**src/rtl/obi_spi_arb_pkg.sv**
```systemverilog
// Shared types for the OBI requester arbiter: FSM states and the requester-ID type
// held in the in-order response-tracking FIFO.
package obi_spi_arb_pkg;

   typedef enum logic {
      ARB  = 1'b0,
      HOLD = 1'b1
   } arb_state_e;

   localparam int MAX_NUM_REQ = 8;

   function automatic int id_width(input int n);
      return (n > 1) ? $clog2(n) : 1;
   endfunction

   localparam int ID_W = id_width(MAX_NUM_REQ);

   typedef logic [ID_W-1:0] req_id_t;

endpackage

```
**src/rtl/obi_spi_arb_id_fifo.sv**
```systemverilog
// In-order FIFO of granted requester IDs; the head names the owner of the next response.
// Head is read combinationally so the response can be routed in the same cycle.
module obi_spi_arb_id_fifo
   import obi_spi_arb_pkg::*;
#(
   parameter  int DEPTH = 2,
   localparam int CNT_W = $clog2(DEPTH + 1)
) (
   input  logic             clk,
   input  logic             rst_n,
   input  logic             push,
   input  req_id_t          push_id,
   input  logic             pop,
   output req_id_t          head_id,
   output logic             full,
   output logic             empty,
   output logic [CNT_W-1:0] count
);

   localparam int PTR_W = (DEPTH > 1) ? $clog2(DEPTH) : 1;

   req_id_t          mem [DEPTH];
   logic [PTR_W-1:0] wr_ptr_reg;
   logic [PTR_W-1:0] rd_ptr_reg;
   logic [CNT_W-1:0] count_reg;
   logic             do_push;
   logic             do_pop;

   function automatic logic [PTR_W-1:0] next_ptr(input logic [PTR_W-1:0] p);
      return (p == PTR_W'(DEPTH - 1)) ? '0 : p + 1'b1;
   endfunction

   assign full    = (count_reg == CNT_W'(DEPTH));
   assign empty   = (count_reg == '0);
   assign count   = count_reg;
   assign do_push = push & ~full;
   assign do_pop  = pop & ~empty;
   assign head_id = mem[rd_ptr_reg];

   always_ff @(posedge clk) begin
      if (do_push) mem[wr_ptr_reg] <= push_id;
   end

   always_ff @(posedge clk or negedge rst_n) begin
      if (!rst_n) begin
         wr_ptr_reg <= '0;
         rd_ptr_reg <= '0;
         count_reg  <= '0;
      end else begin
         if (do_push) wr_ptr_reg <= next_ptr(wr_ptr_reg);
         if (do_pop)  rd_ptr_reg <= next_ptr(rd_ptr_reg);
         case ({do_push, do_pop})
            2'b10:   count_reg <= count_reg + 1'b1;
            2'b01:   count_reg <= count_reg - 1'b1;
            default: count_reg <= count_reg;
         endcase
      end
   end

endmodule

```
**src/rtl/obi_spi_master_arbiter.sv**
```systemverilog
// Shares one OBI master port between NUM_REQ requesters (port 0 = SPI-slave bridge).
// Round-robin by default; define OBI_ARB_FIXED_PRIO_EN for fixed lowest-index-wins priority.
module obi_spi_master_arbiter
   import obi_spi_arb_pkg::*;
#(
   parameter int NUM_REQ         = 2,
   parameter int OBI_ADDR_WIDTH  = 32,
   parameter int OBI_DATA_WIDTH  = 32,
   parameter int MAX_OUTSTANDING = 2
) (
   input  logic                              obi_aclk,
   input  logic                              obi_aresetn,
   input  logic [NUM_REQ-1:0]                obi_slave_req,
   output logic [NUM_REQ-1:0]                obi_slave_gnt,
   input  logic [NUM_REQ*OBI_ADDR_WIDTH-1:0] obi_slave_addr,
   input  logic [NUM_REQ-1:0]                obi_slave_we,
   input  logic [NUM_REQ*OBI_DATA_WIDTH-1:0] obi_slave_w_data,
   input  logic [NUM_REQ*4-1:0]              obi_slave_be,
   output logic [NUM_REQ-1:0]                obi_slave_r_valid,
   output logic [OBI_DATA_WIDTH-1:0]         obi_slave_r_data,
   output logic                              obi_master_req,
   input  logic                              obi_master_gnt,
   output logic [OBI_ADDR_WIDTH-1:0]         obi_master_addr,
   output logic                              obi_master_we,
   output logic [OBI_DATA_WIDTH-1:0]         obi_master_w_data,
   output logic [3:0]                        obi_master_be,
   input  logic                              obi_master_r_valid,
   input  logic [OBI_DATA_WIDTH-1:0]         obi_master_r_data,
   output logic                              err_unexp_rvalid
);

   localparam int CNT_W = $clog2(MAX_OUTSTANDING + 1);

   arb_state_e                state_reg, state_next;
   req_id_t                   sel_reg;
   req_id_t                   pick;
   req_id_t                   cur_sel;
   req_id_t                   head_id;
   logic [NUM_REQ-1:0]        eligible;
   logic                      master_req_int;
   logic                      handshake;
   logic                      fifo_full;
   logic                      fifo_empty;
   logic [CNT_W-1:0]          fifo_count;
   logic                      pop;
   logic                      err_reg;
   logic [OBI_ADDR_WIDTH-1:0] addr_reg;
   logic                      we_reg;
   logic [OBI_DATA_WIDTH-1:0] w_data_reg;
   logic [3:0]                be_reg;

   assign eligible = obi_slave_req & {NUM_REQ{~fifo_full}};

`ifdef OBI_ARB_FIXED_PRIO_EN
   always_comb begin
      pick = '0;
      for (int i = NUM_REQ - 1; i >= 0; i--) begin
         if (eligible[i]) pick = req_id_t'(i);
      end
   end
`else
   req_id_t              rr_ptr_reg;
   logic [2*NUM_REQ-1:0] rotated;
   logic                 found;

   // Rotating a doubled vector puts the requester at rr_ptr in bit 0.
   always_comb begin
      pick    = '0;
      found   = 1'b0;
      rotated = {eligible, eligible} >> rr_ptr_reg;
      for (int i = 0; i < NUM_REQ; i++) begin
         if (!found && rotated[i]) begin
            pick  = req_id_t'((int'(rr_ptr_reg) + i) % NUM_REQ);
            found = 1'b1;
         end
      end
   end

   always_ff @(posedge obi_aclk or negedge obi_aresetn) begin
      if (!obi_aresetn)  rr_ptr_reg <= '0;
      else if (handshake) rr_ptr_reg <= (cur_sel == req_id_t'(NUM_REQ - 1)) ? '0 : cur_sel + 1'b1;
   end
`endif

   always_comb begin
      state_next     = state_reg;
      cur_sel        = pick;
      master_req_int = 1'b0;
      case (state_reg)
         ARB: begin
            if (|eligible) begin
               master_req_int = 1'b1;
               if (!obi_master_gnt) state_next = HOLD;
            end
         end
         HOLD: begin
            cur_sel        = sel_reg;
            master_req_int = 1'b1;
            if (obi_master_gnt) state_next = ARB;
         end
         default: state_next = ARB;
      endcase
   end

   assign handshake      = master_req_int & obi_master_gnt & obi_aresetn;
   assign obi_master_req = master_req_int & obi_aresetn;

   // In HOLD the payload comes from registers so a requester misbehaving mid-wait cannot disturb it.
   always_comb begin
      if (state_reg == HOLD) begin
         obi_master_addr   = addr_reg;
         obi_master_we     = we_reg;
         obi_master_w_data = w_data_reg;
         obi_master_be     = be_reg;
      end else begin
         obi_master_addr   = obi_slave_addr[int'(cur_sel)*OBI_ADDR_WIDTH +: OBI_ADDR_WIDTH];
         obi_master_we     = obi_slave_we[cur_sel];
         obi_master_w_data = obi_slave_w_data[int'(cur_sel)*OBI_DATA_WIDTH +: OBI_DATA_WIDTH];
         obi_master_be     = obi_slave_be[int'(cur_sel)*4 +: 4];
      end
   end

   always_ff @(posedge obi_aclk or negedge obi_aresetn) begin
      if (!obi_aresetn) begin
         state_reg  <= ARB;
         sel_reg    <= '0;
         addr_reg   <= '0;
         we_reg     <= 1'b0;
         w_data_reg <= '0;
         be_reg     <= '0;
         err_reg    <= 1'b0;
      end else begin
         state_reg <= state_next;
         if (state_reg == ARB && master_req_int && !obi_master_gnt) begin
            sel_reg    <= cur_sel;
            addr_reg   <= obi_master_addr;
            we_reg     <= obi_master_we;
            w_data_reg <= obi_master_w_data;
            be_reg     <= obi_master_be;
         end
         if (obi_master_r_valid && fifo_empty) err_reg <= 1'b1;
      end
   end

   assign pop              = obi_master_r_valid & ~fifo_empty;
   assign obi_slave_r_data = obi_master_r_data;
   assign err_unexp_rvalid = err_reg;

   generate
      for (genvar gi = 0; gi < NUM_REQ; gi++) begin : g_port
         assign obi_slave_gnt[gi]     = handshake && (cur_sel == req_id_t'(gi));
         assign obi_slave_r_valid[gi] = pop && obi_aresetn && (head_id == req_id_t'(gi));
      end
   endgenerate

   obi_spi_arb_id_fifo #(
      .DEPTH (MAX_OUTSTANDING)
   ) u_id_fifo (
      .clk     (obi_aclk),
      .rst_n   (obi_aresetn),
      .push    (handshake),
      .push_id (cur_sel),
      .pop     (pop),
      .head_id (head_id),
      .full    (fifo_full),
      .empty   (fifo_empty),
      .count   (fifo_count)
   );

   logic unused_count;
   assign unused_count = ^fifo_count;

endmodule

```
**config.mk**
```make
export PLATFORM = sky130hd
export DESIGN_NAME = obi_spi_master_arbiter
export DESIGN_NICKNAME = d
export VERILOG_FILES = /design/src/rtl/obi_spi_arb_pkg.sv /design/src/rtl/obi_spi_arb_id_fifo.sv /design/src/rtl/obi_spi_master_arbiter.sv
export SDC_FILE = /design/constraint.sdc
export NUM_CORES = 1
export LEC_CHECK = 0
export ABC_AREA = 1
export CAP_MARGIN = 20
export CORE_MARGIN = 2
export CORE_UTILIZATION = 42
export DETAILED_ROUTE_END_ITERATION = 7
export PLACE_DENSITY = 0.82
export SETUP_SLACK_MARGIN = 0.5
export SYNTH_ARGS = -nofsm -noshare
export SYNTH_HDL_FRONTEND = slang
export SYNTH_SLANG_ARGS = --single-unit
export TNS_END_PERCENT = 30
```
**constraint.sdc**
```tcl
create_clock -name obi_aclk -period 2.3 [get_ports obi_aclk]
set_input_delay 0.69 -clock obi_aclk [delete_from_list [all_inputs] [get_ports obi_aclk]]
set_output_delay 0.69 -clock obi_aclk [all_outputs]
set_load 0.05 [all_outputs]
```
Yosys cells after proc, flatten, opt, wreduce, memory -nomap -nowiden
Memories as Yosys holds them, arrays and structs flattened.
Index checks and enable logic that the tools add are counted.
- $add $sub $neg: 6
- $lt $le $gt $ge: 1
- eq/ne operators: 5
- shifts and indexed selects: 4
- mux-type cells: 21
- bitwise gates (word level): 11
- reductions and logical operators: 16
- operators with widths (operator ; count):
    64-bit by 9-bit variable part select with 32-bit output ; 2
    32-bit two-way mux ; 2
    1-bit two-way mux ; 12
    1-bit logical AND ; 9
    3-bit two-way mux ; 3
    8-bit by 6-bit variable part select with 4-bit output ; 1
    1-bit AND ; 6
    3-bit by 1-bit == test with 1-bit output, second input constant ; 2
    3-bit logical NOT ; 2
    2-bit == test, second input constant ; 2
    4-bit two-way mux ; 1
    1-bit case mux with 2 select lines ; 2
    2-bit case mux with 2 select lines ; 1
    4-bit by 3-bit >> shifter with 2-bit output ; 1
    1-bit adder, second input constant ; 3
    3-bit by 1-bit adder with 3-bit output, second input constant ; 1
    3-bit by 2-bit < comparator with 1-bit output, second input constant ; 1
    1-bit inverter ; 3
    2-bit by 1-bit adder with 2-bit output, second input constant ; 1
    2-bit AND ; 1
    2-bit by 1-bit == test with 1-bit output, second input constant ; 1
    1-bit logical NOT ; 2
    2-bit logical NOT ; 1
    2-bit nonzero test ; 1
    3 further kinds ; 3
- bits in registers: 81
- RAM bits: 6
- output and inout port bits: 107
- memories kept: 1
- memories (memory ; words ; width ; rd ports ; clocked after memory_dff ; wr ports ; RTL line ; text):
    u_id_fifo.mem ; 2 ; 3 ; 1 ; 0 ; 1 ; obi_spi_arb_id_fifo.sv:22 ; req_id_t mem [DEPTH];

Depth between registers and ports, before layout
Gate-level depths: netlist of the first run.
- depth in word-level cells: 12
- gate-level depth with buffers: 12
- mapped depth without buffers: 11

Hierarchy
Synthesis of the first run repeated with hierarchy kept, for this count alone.
- cell total of the unflattened synthesis: 937
- area, all modules: 5741.8 um^2
- by module, submodules not included (module ; instances ; cells each ; area an instance (um^2) ; seq. area each (um^2)):
    obi_spi_master_arbiter ; 1 ; 889 ; 5286.3 ; 1901.8
    obi_spi_arb_id_fifo ; 1 ; 48 ; 455.4 ; 280.3

Least setup slack after synthesis of the first run
OpenSTA, ideal clock, no wires.
- path kind: input to output
- start: in obi_slave_req[1]
- end: out obi_slave_gnt[1]
- arrival time: 2707 ps
- required time: 1610 ps
- slack: -1097 ps
- stages: 7
- path buffers: 1
- cell sequence: nand2_2 -> nor2_4 -> nand2_2 -> nand2_2 -> buf_4 -> nand2_1 -> nor4_1
- word-level cells in the longest chain between the ends: 9
- RTL lines (item ; RTL line ; text):
    from (decl) ; obi_spi_master_arbiter.sv:13 ; input logic [NUM_REQ-1:0] obi_slave_req,
    2-bit AND (*) ; obi_spi_master_arbiter.sv:52 ; assign eligible = obi_slave_req & {NUM_REQ{~fifo_full}};
    4-bit by 3-bit >> shifter with 2-bit output ; obi_spi_master_arbiter.sv:70 ; rotated = {eligible, eligible} >> rr_ptr_reg;
    1-bit two-way mux ; obi_spi_master_arbiter.sv:72 ; if (!found && rotated[i]) begin
    1-bit logical NOT ; obi_spi_master_arbiter.sv:72 ;
    1-bit logical AND ; obi_spi_master_arbiter.sv:72 ;
    3-bit two-way mux ; obi_spi_master_arbiter.sv:72 ;
    3-bit two-way mux ; obi_spi_master_arbiter.sv:89 ; case (state_reg)
    3-bit by 1-bit == test with 1-bit output ; obi_spi_master_arbiter.sv:151 ; assign obi_slave_gnt[gi] = handshake && (cur_sel == req_id_t'(gi));
    1-bit logical AND (*) ; obi_spi_master_arbiter.sv:151 ;
    to (decl) ; obi_spi_master_arbiter.sv:14 ; output logic [NUM_REQ-1:0] obi_slave_gnt,
Mark *: on every way between the ends. The rest lies on a longest branch, timed or not.

Final worst setup path of the first run
- start: reg u_id_fifo.count_reg[1] (netlist: u_id_fifo.count[1])
- end: out obi_master_w_data[7]
- word-level cells in the longest chain between the ends: 11
- RTL lines (item ; RTL line ; text):
    from (decl) ; obi_spi_arb_id_fifo.sv:25 ; logic [CNT_W-1:0] count_reg;
    from (signal assigned) ; obi_spi_arb_id_fifo.sv:53 ; 2'b10: count_reg <= count_reg + 1'b1;
    from (signal assigned) ; obi_spi_arb_id_fifo.sv:54 ; 2'b01: count_reg <= count_reg - 1'b1;
    from (signal assigned) ; obi_spi_arb_id_fifo.sv:55 ; default: count_reg <= count_reg;
    2-bit == test (*) ; obi_spi_arb_id_fifo.sv:33 ; assign full = (count_reg == CNT_W'(DEPTH));
    1-bit inverter (*) ; obi_spi_master_arbiter.sv:52 ;
    2-bit AND (*) ; obi_spi_master_arbiter.sv:52 ;
    4-bit by 3-bit >> shifter with 2-bit output (*) ; obi_spi_master_arbiter.sv:70 ;
    1-bit two-way mux ; obi_spi_master_arbiter.sv:72 ;
    1-bit logical NOT ; obi_spi_master_arbiter.sv:72 ;
    1-bit logical AND ; obi_spi_master_arbiter.sv:72 ;
    3-bit two-way mux (*) ; obi_spi_master_arbiter.sv:72 ;
    3-bit two-way mux (*) ; obi_spi_master_arbiter.sv:89 ;
    64-bit by 9-bit variable part select with 32-bit output (*) ; obi_spi_master_arbiter.sv:118 ; obi_master_w_data = obi_slave_w_data[int'(cur_sel)*OBI_DATA_WIDTH +: OBI_DATA_WIDTH];
    32-bit two-way mux (*) ; obi_spi_master_arbiter.sv:110 ; if (state_reg == HOLD) begin
    to (decl) ; obi_spi_master_arbiter.sv:25 ; output logic [OBI_DATA_WIDTH-1:0] obi_master_w_data,
Marks and branches as above.

==> summary.txt, run 1 <==
Final setup fails - 73
Final Wtd Congestion - 0.814
IO Port Bufs - 218
CP endpoint kind - output port
Slew margin rel. - 0.553
Fin nets - 1,345
Max clock buf depth - 2
CTS root buf - clkbuf_16
RSZ-0062 raised after global routing - yes
Syn avg cell area - 6.30 sq um
Failing checks - negative setup slack
Number of fill cells - 781
Max IR drop VDD - 1.01 mV
Area grow syn2layout - 88.7%
Core Util, Final - 0.801
Inserted Clock Buffers - 9
Core area - 0.0137 sq mm
Initial antenna violation count - 1
Die outline width - 122 um
Synth Net Count - 1,101
Initial DRC Count - 382
Setup CP Type - register to output port
R2R Setup Slk - 0.24 ns
Initial Util - 0.425
Cell Area, Synth - 0.00582 sq mm
RR Endpoint - u_id_fifo.count[1]
Power Density - 1350 mW/mm^2
Clock Sinks - 86
Vias in the first global route - 6,772
Synth cell types - 29
Fmax - 0.381 GHz
Worst-path cell chain - nand2_4 > nand2_4 > nor2_4 > nand2_4 > buf_12 > a21oi_1 > nand2_2 > nand2_2 > buf_12
Fin crit period - 2.62 ns
Worst r2r src - u_id_fifo.count[1]
Share of layout cells above drive strength 1 - 0.368
CP delay by family, top - simple AND/OR/NAND/NOR gates
Slew Viols, Final - 0
Site row count - 43
First-pass GRT wire length - 31,900 um
CP arrival - 1.93 ns
Cells after Synth - 924
CTS H-tree lvls - 3
First-pass detailed-route iteration total - 5
Largest stage delay, worst path - 0.41 ns
I/O pins - 283
CP max-delay cell - dfrtp_1
Hold Fails Final Rpt - 0
Die area - 0.0148 sq mm
Yosys top cell by area - dfrtp_1
GRT overflow - 0
Status - finished, violations left
Hpwl dp - 13,500 um
Top cell type's share of synthesized area - 0.344
Tightest Pin Transition - 0.670 ns
Period utilization - 1.14
Clock latency at the later pin of the worst-skew pair - 0.33 ns
Most used cell, CP - nand2_4
Total power - 14.9 mW
Max FO, Critical Path - 36
Tightest Hold Check Type - input port to async pin
Vias post-DR - 6,900
Largest net degree at the start of global routing - 66
CTS tree - done
Final Skew - 0.00582 ns
Worst setup margin - -0.322 ns
CP bufs+invs - 2
Worst EP required - 1.61 ns
Startpoint Class - register
Number of vias per cell - 5.10
Antenna Nets Post-Route - 0
Maxcap violations - 0
Yosys synthesis warning count - 0
Worst-path clk slew - 0.06 ns
GRT Util Overall - 0.270
Seq cells post-synth - 86
DRC Markers - 0
Area contributors post-synth - dfrtp_1, nand2_1, inv_1
Average wire per standard cell - 16.4 um
Leak Pwr - 5.59 nW
Drt total wl - 22,300 um
Register area share after synthesis - 0.375
R2R cell count - 12
Die Ht - 122 um
==> cell type report <==
type	instances	area (sq um)	area share
timing repair buffer	316	4040	0.367
multi-input combinational	600	3640	0.331
sequential	86	2190	0.199
inverter	155	584	0.0532
clock buffer	12	246	0.0224
tap	180	225	0.0205
clock inverter	4	70.1	0.00638
antenna	1	2.50	0.000228
==> through the flow <==
stage / instances / hold WS (ns) / instance area, sq um / TNS (ns) / setup slack (ns)
after floorplan: 924 / 0.394 / 6180 / -0.404 / -0.271
after global placement: 1307 / 0.461 / 9540 / -45.27 / -0.610
after detailed placement: 1307 / 0.465 / 9540 / -50.09 / -0.659
after CTS: 1341 / 0.424 / 10500 / -18.68 / -0.302
after global routing: 1354 / 0.437 / 11000 / -25.80 / -0.407
final: 1354 / 0.430 / 11000 / -19.05 / -0.322
==> per-layer routing <==
metal | part of all wire | wire, um | global-route usage
met2 | 0.53 | 11800 | 0.497
met5 | 0 | 0 | 0
met4 | 0.050 | 1110 | 0.135
met3 | 0.058 | 1300 | 0.0609
met1 | 0.36 | 8080 | 0.290
==> kinds of logic after synthesis <==
family | count (synthesis) | share of synthesized area
AOI/OAI and AO/OA | 80 | 0.0769
and+or+nand+nor | 515 | 0.357
buffers and inverters | 238 | 0.183
adders and majority gates | 1 | 0.00215
DFF | 86 | 0.375
xor gates and xnor gates | 4 | 0.00602
==> cell usage in the layout (no fill, tap or decap), types with 2 or more instances in the layout <==
cell | netlist | final
buf_6 | 2 | 4
nor2_1 | 9 | 4
inv_2 | 3 | 4
clkbuf_1 | 25 | 2
inv_1 | 152 | 150
buf_16 | 0 | 5
clkinv_2 | 0 | 2
nand2_4 | 0 | 50
a21oi_2 | 10 | 33
nand3_1 | 70 | 18
a21oi_4 | 0 | 4
clkbuf_16 | 0 | 13
nor2_4 | 1 | 5
bufinv_16 | 0 | 2
o21ai_4 | 0 | 2
dfrtp_1 | 80 | 79
buf_2 | 11 | 2
clkdlybuf4s50_1 | 0 | 139
xor2_1 | 3 | 3
nand3_2 | 0 | 50
nor4_4 | 0 | 2
nand2_1 | 421 | 294
edfxtp_1 | 6 | 6
nand2_2 | 7 | 83
nand3_4 | 0 | 2
a21oi_1 | 60 | 33
nor3_1 | 2 | 2
buf_12 | 0 | 90
o21ai_0 | 7 | 6
buf_4 | 39 | 69
==> synth_stat cells (all sizes together) <==
master  count
nor4        2
xnor2       1
clkbuf     25
xor2        3
ha          1
nand3b      1
o211ai      1
a21oi      70
nor3        3
nor2       10
nand2     428
a31o        1
o21ai       8
or2         1
edfxtp      6
inv       155
dfrtp      80
nand3      70
buf        58
==> timing repair <==
| item | 4_1_cts | 5_1_grt |
|---|---|---|
| pin swaps | 37 | 41 |
| hold buffers | 0 | 0 |
| gates resized for setup | 127 | 85 |
| setup buffers | 14 | 7 |
| cloned | 4 | 5 |
| setup endpoints to repair | 158 | 111 |
==> where the power goes <==
| group | switching [mW] | total [mW] | internal (mW) |
|---|---|---|---|
| Sequential | 0.347 | 2.49 | 2.14 |
| Clock | 0.581 | 1.56 | 0.979 |
| Combinational | 5.95 | 10.8 | 4.87 |
| Total | 6.88 | 14.9 | 7.99 |
==> worst register-to-register path: stages, from the launching register on <==
cell and delay, ns:
dfrtp_1 0.41, nand2_4 0.11, buf_4 0.13, o21ai_4 0.06, nand2_2 0.08, nand3_2 0.13, buf_4 0.19, inv_1 0.05
nand2_1 0.09, ha_1 0.32, a21oi_1 0.12, o21ai_0 0.11, xor2_1 0.15
==> worst max-delay path by stage <==
stage                                  start  depth (start not counted)  slack (ns)                    end
after floorplan             obi_slave_req[0]                          7       -0.27       obi_slave_gnt[0]
after global placement      obi_slave_req[1]                         10       -0.61   obi_master_w_data[0]
after detailed placement    obi_slave_req[1]                         10       -0.66  obi_master_w_data[23]
after CTS                 u_id_fifo.count[0]                         11       -0.30    obi_master_addr[18]
after global routing      u_id_fifo.count[0]                         11       -0.41     obi_master_addr[7]
final                     u_id_fifo.count[1]                          9       -0.32   obi_master_w_data[7]
Power figures use the tool's default switching activity.
==> inputs of run 2 (changes only) <==
--- a/config.mk
+++ b/config.mk
@@ -10,7 +10,7 @@
 export CORE_MARGIN = 2
 export CORE_UTILIZATION = 42
 export DETAILED_ROUTE_END_ITERATION = 7
-export PLACE_DENSITY = 0.82
+export PLACE_DENSITY = 0.91
 export SETUP_SLACK_MARGIN = 0.5
 export SYNTH_ARGS = -nofsm -noshare
 export SYNTH_HDL_FRONTEND = slang
==> constraint.sdc (replaced) <==
create_clock -name obi_aclk -period 2.6 [get_ports obi_aclk]
set_input_delay 0.78 -clock obi_aclk [delete_from_list [all_inputs] [get_ports obi_aclk]]
set_output_delay 0.78 -clock obi_aclk [all_outputs]
set_load 0.05 [all_outputs]
==> run 2 against run 1 <==
- the flow still finishes with violations (negative setup slack)
- cell count fell by 0.74%
- non-clock buffer count fell by 9
- core utilization fell by 4.9 points
- sequential power fell by 12%
- via count fell by 3.3%
- sequential share of layout area rose by 1.3 points
- global-route usage rose by 0.11 points
- power fell by 16%
==> summary.txt, run 2 (synthesis gave the netlist of run 1 again) <==
Max clock buf depth - 2 (unchanged)
Worst-path clk slew - 0.06 ns (about the same)
Largest net degree at the start of global routing - 88 (was 66)
Setup WS pre-CTS - -0.596 ns (was -0.659 ns)
GRT Util Overall - 0.271 (was 0.270)
RSZ-0062 raised after global routing - yes (unchanged)
Worst setup margin - -0.185 ns (was -0.322 ns)
Inserted Clock Buffers - 9 (unchanged)
Cts-stage hold buffer count - 0 (unchanged)
Non-Filler Instances - 1,344 (was 1,354)
Antenna Nets Post-Route - 0 (unchanged)
First-pass GRT wire length - 32,000 um (was 31,900 um)
Area grow syn2layout - 77.2% (was 88.7%)
Die outline width - 122 um (unchanged)
Placed Area - 0.00919 sq mm (was 0.00954 sq mm)
Site row count - 43 (unchanged)
Antenna fix cells - 0 (was 1)
Final setup fails - 71 (was 73)
Slew Viols, Final - 0 (unchanged)
Hold Fails Final Rpt - 0 (unchanged)
Fin Hold WS - 0.477 ns (was 0.430 ns)
Fmax - 0.359 GHz
DRC Markers - 0 (unchanged)
Share of layout cells above drive strength 1 - 0.298 (was 0.368)
Fin nets - 1,336 (was 1,345)
Commonest non-fill, non-tap cells in the layout - nand2_1, inv_1, clkdlybuf4s50_1, buf_12, dfrtp_1 (was nand2_1, inv_1, clkdlybuf4s50_1, buf_12, nand2_2)
CTS tree - done (unchanged)
Placed insts - 1,293 (was 1,307)
Initial antenna violation count - 0 (was 1)
Average wire per standard cell - 15.6 um (was 16.4 um)
Number of fill cells - 885 (was 781)
Die area - 0.0148 sq mm (unchanged)
Design Area, Final - 0.0103 sq mm (was 0.0110 sq mm)
Drt total wl - 20,900 um (was 22,300 um)
Slew margin rel. - 0.565 (was 0.553)
Setup_tns - -8.57 ns (was -19.05 ns)
Tightest Hold Check Type - register to register (was input port to async pin)
Initial Util - 0.425 (unchanged)
Core Util, Final - 0.752 (was 0.801)
Core area - 0.0137 sq mm (unchanged)
Total power - 12.5 mW (was 14.9 mW)
Max FO, Critical Path - 7 (was 36)
Final Skew - 0.00778 ns (was 0.00582 ns)
CTS H-tree lvls - 3 (unchanged)
Fin crit period - 2.78 ns
I/O pins - 283 (unchanged)
Hpwl dp - 13,400 um (was 13,500 um)
Die Ht - 122 um (unchanged)
First-pass detailed-route iteration total - 5 (unchanged)
Clock Sinks - 86 (unchanged)
Clock latency at the later pin of the worst-skew pair - 0.34 ns (was 0.33 ns)
CP arrival - 2.00 ns (was 1.93 ns)
Final Wtd Congestion - 0.819 (was 0.814)
Worst EP required - 1.82 ns (was 1.61 ns)
CP endpoint kind - output port (unchanged)
GRT overflow - 0 (unchanged)
IO Port Bufs - 218 (unchanged)
Vias in the first global route - 6,716 (was 6,772)
Period utilization - 1.07
Vias post-DR - 6,674 (was 6,900)
Max IR drop VDD - 0.665 mV (was 1.01 mV)
Leak Pwr - 5.37 nW (was 5.59 nW)
Number of vias per cell - 4.97 (was 5.10)
Initial DRC Count - 316 (was 382)
Failing checks - negative setup slack (unchanged)
Most common library cell in the layout ignoring fill and taps - nand2_1 (unchanged)
Tightest Pin Transition - 0.653 ns (was 0.670 ns)
Startpoint Class - input port (was register)
Power Density - 1210 mW/mm^2 (was 1350 mW/mm^2)
Setup CP Type - input port to output port (was register to output port)
CTS root buf - clkbuf_16 (unchanged)
Maxcap violations - 0 (unchanged)
Status - finished, violations left (unchanged)
[run 2: area by class of cell]
cell class	count	area, sq um	area share
clock buffers	11	243	0.0235
repair buffers	307	3840	0.373
inverters	155	584	0.0566
well taps	180	225	0.0218
multi-input cells	600	3180	0.308
clock inverters	5	58.8	0.00570
flip-flops and latches	86	2190	0.212
[run 2: worst paths after layout]
path / start / to / slack [ns] / cells after the start
min in group asynchronous: obi_aresetn / rr_ptr_reg[0] / 0.55 / 2
max: obi_slave_req[0] / obi_master_be[2] / -0.18 / 11
min: err_unexp_rvalid / err_unexp_rvalid / 0.48 / 1
max in group asynchronous: obi_aresetn / w_data_reg[8] / 1.51 / 2
min reg2reg: err_unexp_rvalid / err_unexp_rvalid / 0.48 / 1
max reg2reg: u_id_fifo.count[1] / w_data_reg[10] / 0.52 / 16
[run 2: repair_timing]
| action | 4_1_cts | 5_1_grt |
|---|---|---|
| hold endpoints to repair | 0 | 0 |
| endpoints found under the setup margin | 117 | 75 |
| pin swaps | 31 | 25 |
| setup buffers | 23 | 7 |
| cloned | 4 | 1 |
| gates resized for setup | 118 | 32 |
[run 2: where the power goes]
| group | internal [mW] | total, mW | switching (mW) |
|---|---|---|---|
| sequential | 1.89 | 2.19 | 0.298 |
| clock | 0.771 | 1.30 | 0.533 |
| combinational | 4.03 | 8.98 | 4.95 |
[run 2: metal layers]
metal  GRT usage  up-vias  wire, um
met5           0        -         0
met4       0.150        0       933
met3      0.0548       72      1170
met2       0.492      245     11000
met1       0.294     3158      7780
li1            -     3199         -
[run 2: worst max-delay path, stage by stage]
cell and delay, ns:
buf_2 0.10, nand3b_1 0.13, nand2_4 0.14, nand2_8 0.09, buf_12 0.14, buf_12 0.12, buf_16 0.14, nand3_2 0.07
nand2_2 0.05, nand2_2 0.10, buf_12 0.14
==> inputs of run 3 (changes only) <==
--- a/config.mk
+++ b/config.mk
@@ -6,12 +6,13 @@
 export NUM_CORES = 1
 export LEC_CHECK = 0
 export ABC_AREA = 1
-export CAP_MARGIN = 20
+export ABC_CLOCK_PERIOD_IN_PS = 2600
+export CAP_MARGIN = 0
 export CORE_MARGIN = 2
 export CORE_UTILIZATION = 42
 export DETAILED_ROUTE_END_ITERATION = 7
 export PLACE_DENSITY = 0.91
-export SETUP_SLACK_MARGIN = 0.5
+export SETUP_SLACK_MARGIN = 0.2
 export SYNTH_ARGS = -nofsm -noshare
 export SYNTH_HDL_FRONTEND = slang
 export SYNTH_SLANG_ARGS = --single-unit
==> run 3 against run 2 <==
- the run still ends with negative setup slack left
- sequential cell count unchanged
- count of clock-buffer cells in the layout down 2
- register-to-register slack better by 0.02 ns
- routed wire length about the same
- power down 0.68%
- combinational power down 0.8%
- core utilization about the same
- clock power about the same
- design area about the same
- global-route usage up 1.0 points
- critical endpoint is now obi_master_w_data[9]
- largest cell class unchanged
- largest power group unchanged
==> summary.txt, run 3 (synthesis gave the netlist of run 1 again) <==
Die outline width - 122 um (unchanged)
Worst setup margin - -0.267 ns (was -0.185 ns)
Antenna fix cells - 0 (unchanged)
R2R Setup Slk - 0.54 ns (was 0.52 ns)
Status - finished, violations left (unchanged)
First-pass GRT wire length - 32,400 um (was 32,000 um)
Most common library cell in the layout ignoring fill and taps - nand2_1 (unchanged)
CTS H-tree lvls - 3 (unchanged)
Initial antenna violation count - 0 (unchanged)
Clock latency at the later pin of the worst-skew pair - 0.35 ns (was 0.34 ns)
CP endpoint kind - output port (unchanged)
Most used cell, CP - buf_12 (unchanged)
Failing checks - negative setup slack (unchanged)
Tightest Hold Check Type - input port to async pin (was register to register)
Fmax - 0.349 GHz (was 0.359 GHz)
Site row count - 43 (unchanged)
Area grow syn2layout - 77.1% (was 77.2%)
Fin nets - 1,321 (was 1,336)
I/O pins - 283 (unchanged)
Drt total wl - 20,900 um (about the same)
GRT Util Overall - 0.282 (was 0.271)
Commonest non-fill, non-tap cells in the layout - nand2_1, inv_1, clkdlybuf4s50_1, buf_12, nand2_2 (was nand2_1, inv_1, clkdlybuf4s50_1, buf_12, dfrtp_1)
Worst-path cell chain - buf_2 > nand2_2 > nor2_4 > nand2_4 > buf_12 > buf_12 > a21oi_1 > nand2_2 > nand2_4 > buf_12 (was buf_2 > nand3b_1 > nand2_4 > nand2_8 > buf_12 > buf_12 > buf_16 > nand3_2 > nand2_2 > nand2_2 > buf_12)
Final setup fails - 73 (was 71)
Final Skew - 0.00996 ns (was 0.00778 ns)
RSZ-0062 raised after global routing - yes (unchanged)
CTS tree - done (unchanged)
Number of vias per cell - 4.95 (was 4.97)
GRT overflow - 0 (unchanged)
Average wire per standard cell - 15.7 um (was 15.6 um)
Total power - 12.4 mW (was 12.5 mW)
Vias in the first global route - 6,736 (was 6,716)
Max clock buf depth - 2 (unchanged)
CP arrival - 2.09 ns (was 2.00 ns)
Vias post-DR - 6,584 (was 6,674)
R2R cell count - 16 (unchanged)
Die Ht - 122 um (unchanged)
Largest net degree at the start of global routing - 73 (was 88)
DRC Markers - 0 (unchanged)
Max FO, Critical Path - 33 (was 7)
Largest stage delay, worst path - 0.21 ns (was 0.14 ns)
Worst EP required - 1.82 ns (about the same)
Final Wtd Congestion - 0.826 (was 0.819)
Hold Fails Final Rpt - 0 (unchanged)
Tightest Pin Transition - 0.617 ns (was 0.653 ns)
Initial Util - 0.425 (unchanged)
Placed Area - 0.00907 sq mm (was 0.00919 sq mm)
First-pass detailed-route iteration total - 5 (unchanged)
Share of layout cells above drive strength 1 - 0.304 (was 0.298)
Worst-path clk slew - 0.07 ns (was 0.06 ns)
Maxcap violations - 0 (unchanged)
Slew Viols, Final - 0 (unchanged)
Leak Pwr - 5.32 nW (was 5.37 nW)
CTS root buf - clkbuf_16 (unchanged)
Cts-stage hold buffer count - 0 (unchanged)
Clock Sinks - 86 (unchanged)
Startpoint Class - input port (unchanged)
Hpwl dp - 13,200 um (was 13,400 um)
Setup WS pre-CTS - -0.558 ns (was -0.596 ns)
Worst r2r src - u_id_fifo.count[1] (unchanged)
Fin crit period - 2.87 ns (was 2.78 ns)
Max IR drop VDD - 0.790 mV (was 0.665 mV)
Fin Hold WS - 0.353 ns (was 0.477 ns)
Die area - 0.0148 sq mm (unchanged)
Power Density - 1200 mW/mm^2 (was 1210 mW/mm^2)
Setup_tns - -12.97 ns (was -8.57 ns)
RR Endpoint - w_data_reg[16] (was w_data_reg[10])
Initial DRC Count - 462 (was 316)
Core area - 0.0137 sq mm (unchanged)
CP delay by family, top - buffers and inverters (unchanged)
IO Port Bufs - 218 (unchanged)
Period utilization - 1.10 (was 1.07)
Slew margin rel. - 0.589 (was 0.565)
Inserted Clock Buffers - 9 (unchanged)
CP max-delay cell - a21oi_1 (was nand2_4)
Antenna Nets Post-Route - 0 (unchanged)
Setup CP Type - input port to output port (unchanged)
Design Area, Final - 0.0103 sq mm (about the same)
CP bufs+invs - 4 (was 5)
[run 3: cell count changes in the layout (fill, tap and decap cells not counted), moves of 3 or more]
cell             change
a21oi_1              -5
a21oi_2              +3
buf_16               +3
buf_4               -18
clkdlybuf4s50_1      +3
inv_6                +3
nand2_1              -4
nand2_2             +11
nand2_4              -7
nand3_1             -10
nand3_2              +9
[run 3: repair_timing]
item	CTS	global route
resized for setup	123	49
pin swaps	33	36
gates cloned	6	0
endpoints found under the setup margin	74	74
buffers inserted	16	8
[run 3: cell type report]
class | instances | area, sq um
repair buffers | 292 | 3800
fillers | 884 | 3400
multi-input cells | 600 | 3230
flip-flops and latches | 86 | 2190
inverters | 155 | 588
clock buffers | 9 | 225
well taps | 180 | 225
clock inverters | 7 | 63.8
[run 3: worst register-to-register path: stages (launching register included)]
cell and delay [ns]:
dfrtp_1 0.42, nand2_4 0.11, nand2_2 0.06, nor2_4 0.13, nand2_4 0.09, nand2_8 0.08
buf_12 0.11, buf_12 0.12, buf_16 0.14, nand3_2 0.07, nand2_2 0.07, nand2_2 0.08
buf_4 0.14, buf_4 0.12, buf_4 0.12, nand2_1 0.04, nand2_1 0.05
[run 3: per-stage QoR]
| step | utilization | cells |
|---|---|---|
| after global placement | 0.661 | 1283 |
| final | 0.752 | 1329 |
| after CTS | 0.733 | 1321 |
| after floorplan | - | 924 |
| after global routing | 0.752 | 1329 |
| after detailed placement | 0.661 | 1283 |
[run 3: how the worst max path moves through the flow]
stage | start | endpoint | slack (ns) | cells after the start
2_1_floorplan | obi_slave_req[0] | obi_slave_gnt[0] | -0.15 | 7
3_3_place_gp | obi_slave_req[1] | obi_master_w_data[1] | -0.53 | 9
3_5_place_dp | obi_slave_req[1] | obi_master_w_data[17] | -0.56 | 10
4_1_cts | u_id_fifo.count[0] | obi_master_w_data[17] | -0.21 | 12
5_1_grt | u_id_fifo.count[0] | obi_master_w_data[18] | -0.33 | 10
6_report | obi_slave_req[1] | obi_master_w_data[9] | -0.27 | 10
[run 3: power by group]
part           internal, mW  total (mW)  switching, mW
Clock                 0.672        1.28          0.607
Sequential             1.89        2.20          0.306
Combinational          3.98        8.91           4.93
[run 3: per-layer routing]
layer  vias to the layer above  wire (um)  part of all wire  GRT usage
met5                         -          0                 0          0
met4                         0        976             0.047      0.166
met3                        80       1280             0.061     0.0637
met2                       253      11000              0.53      0.505
met1                      3086       7620              0.36      0.301
li1                       3165          -                 -          -
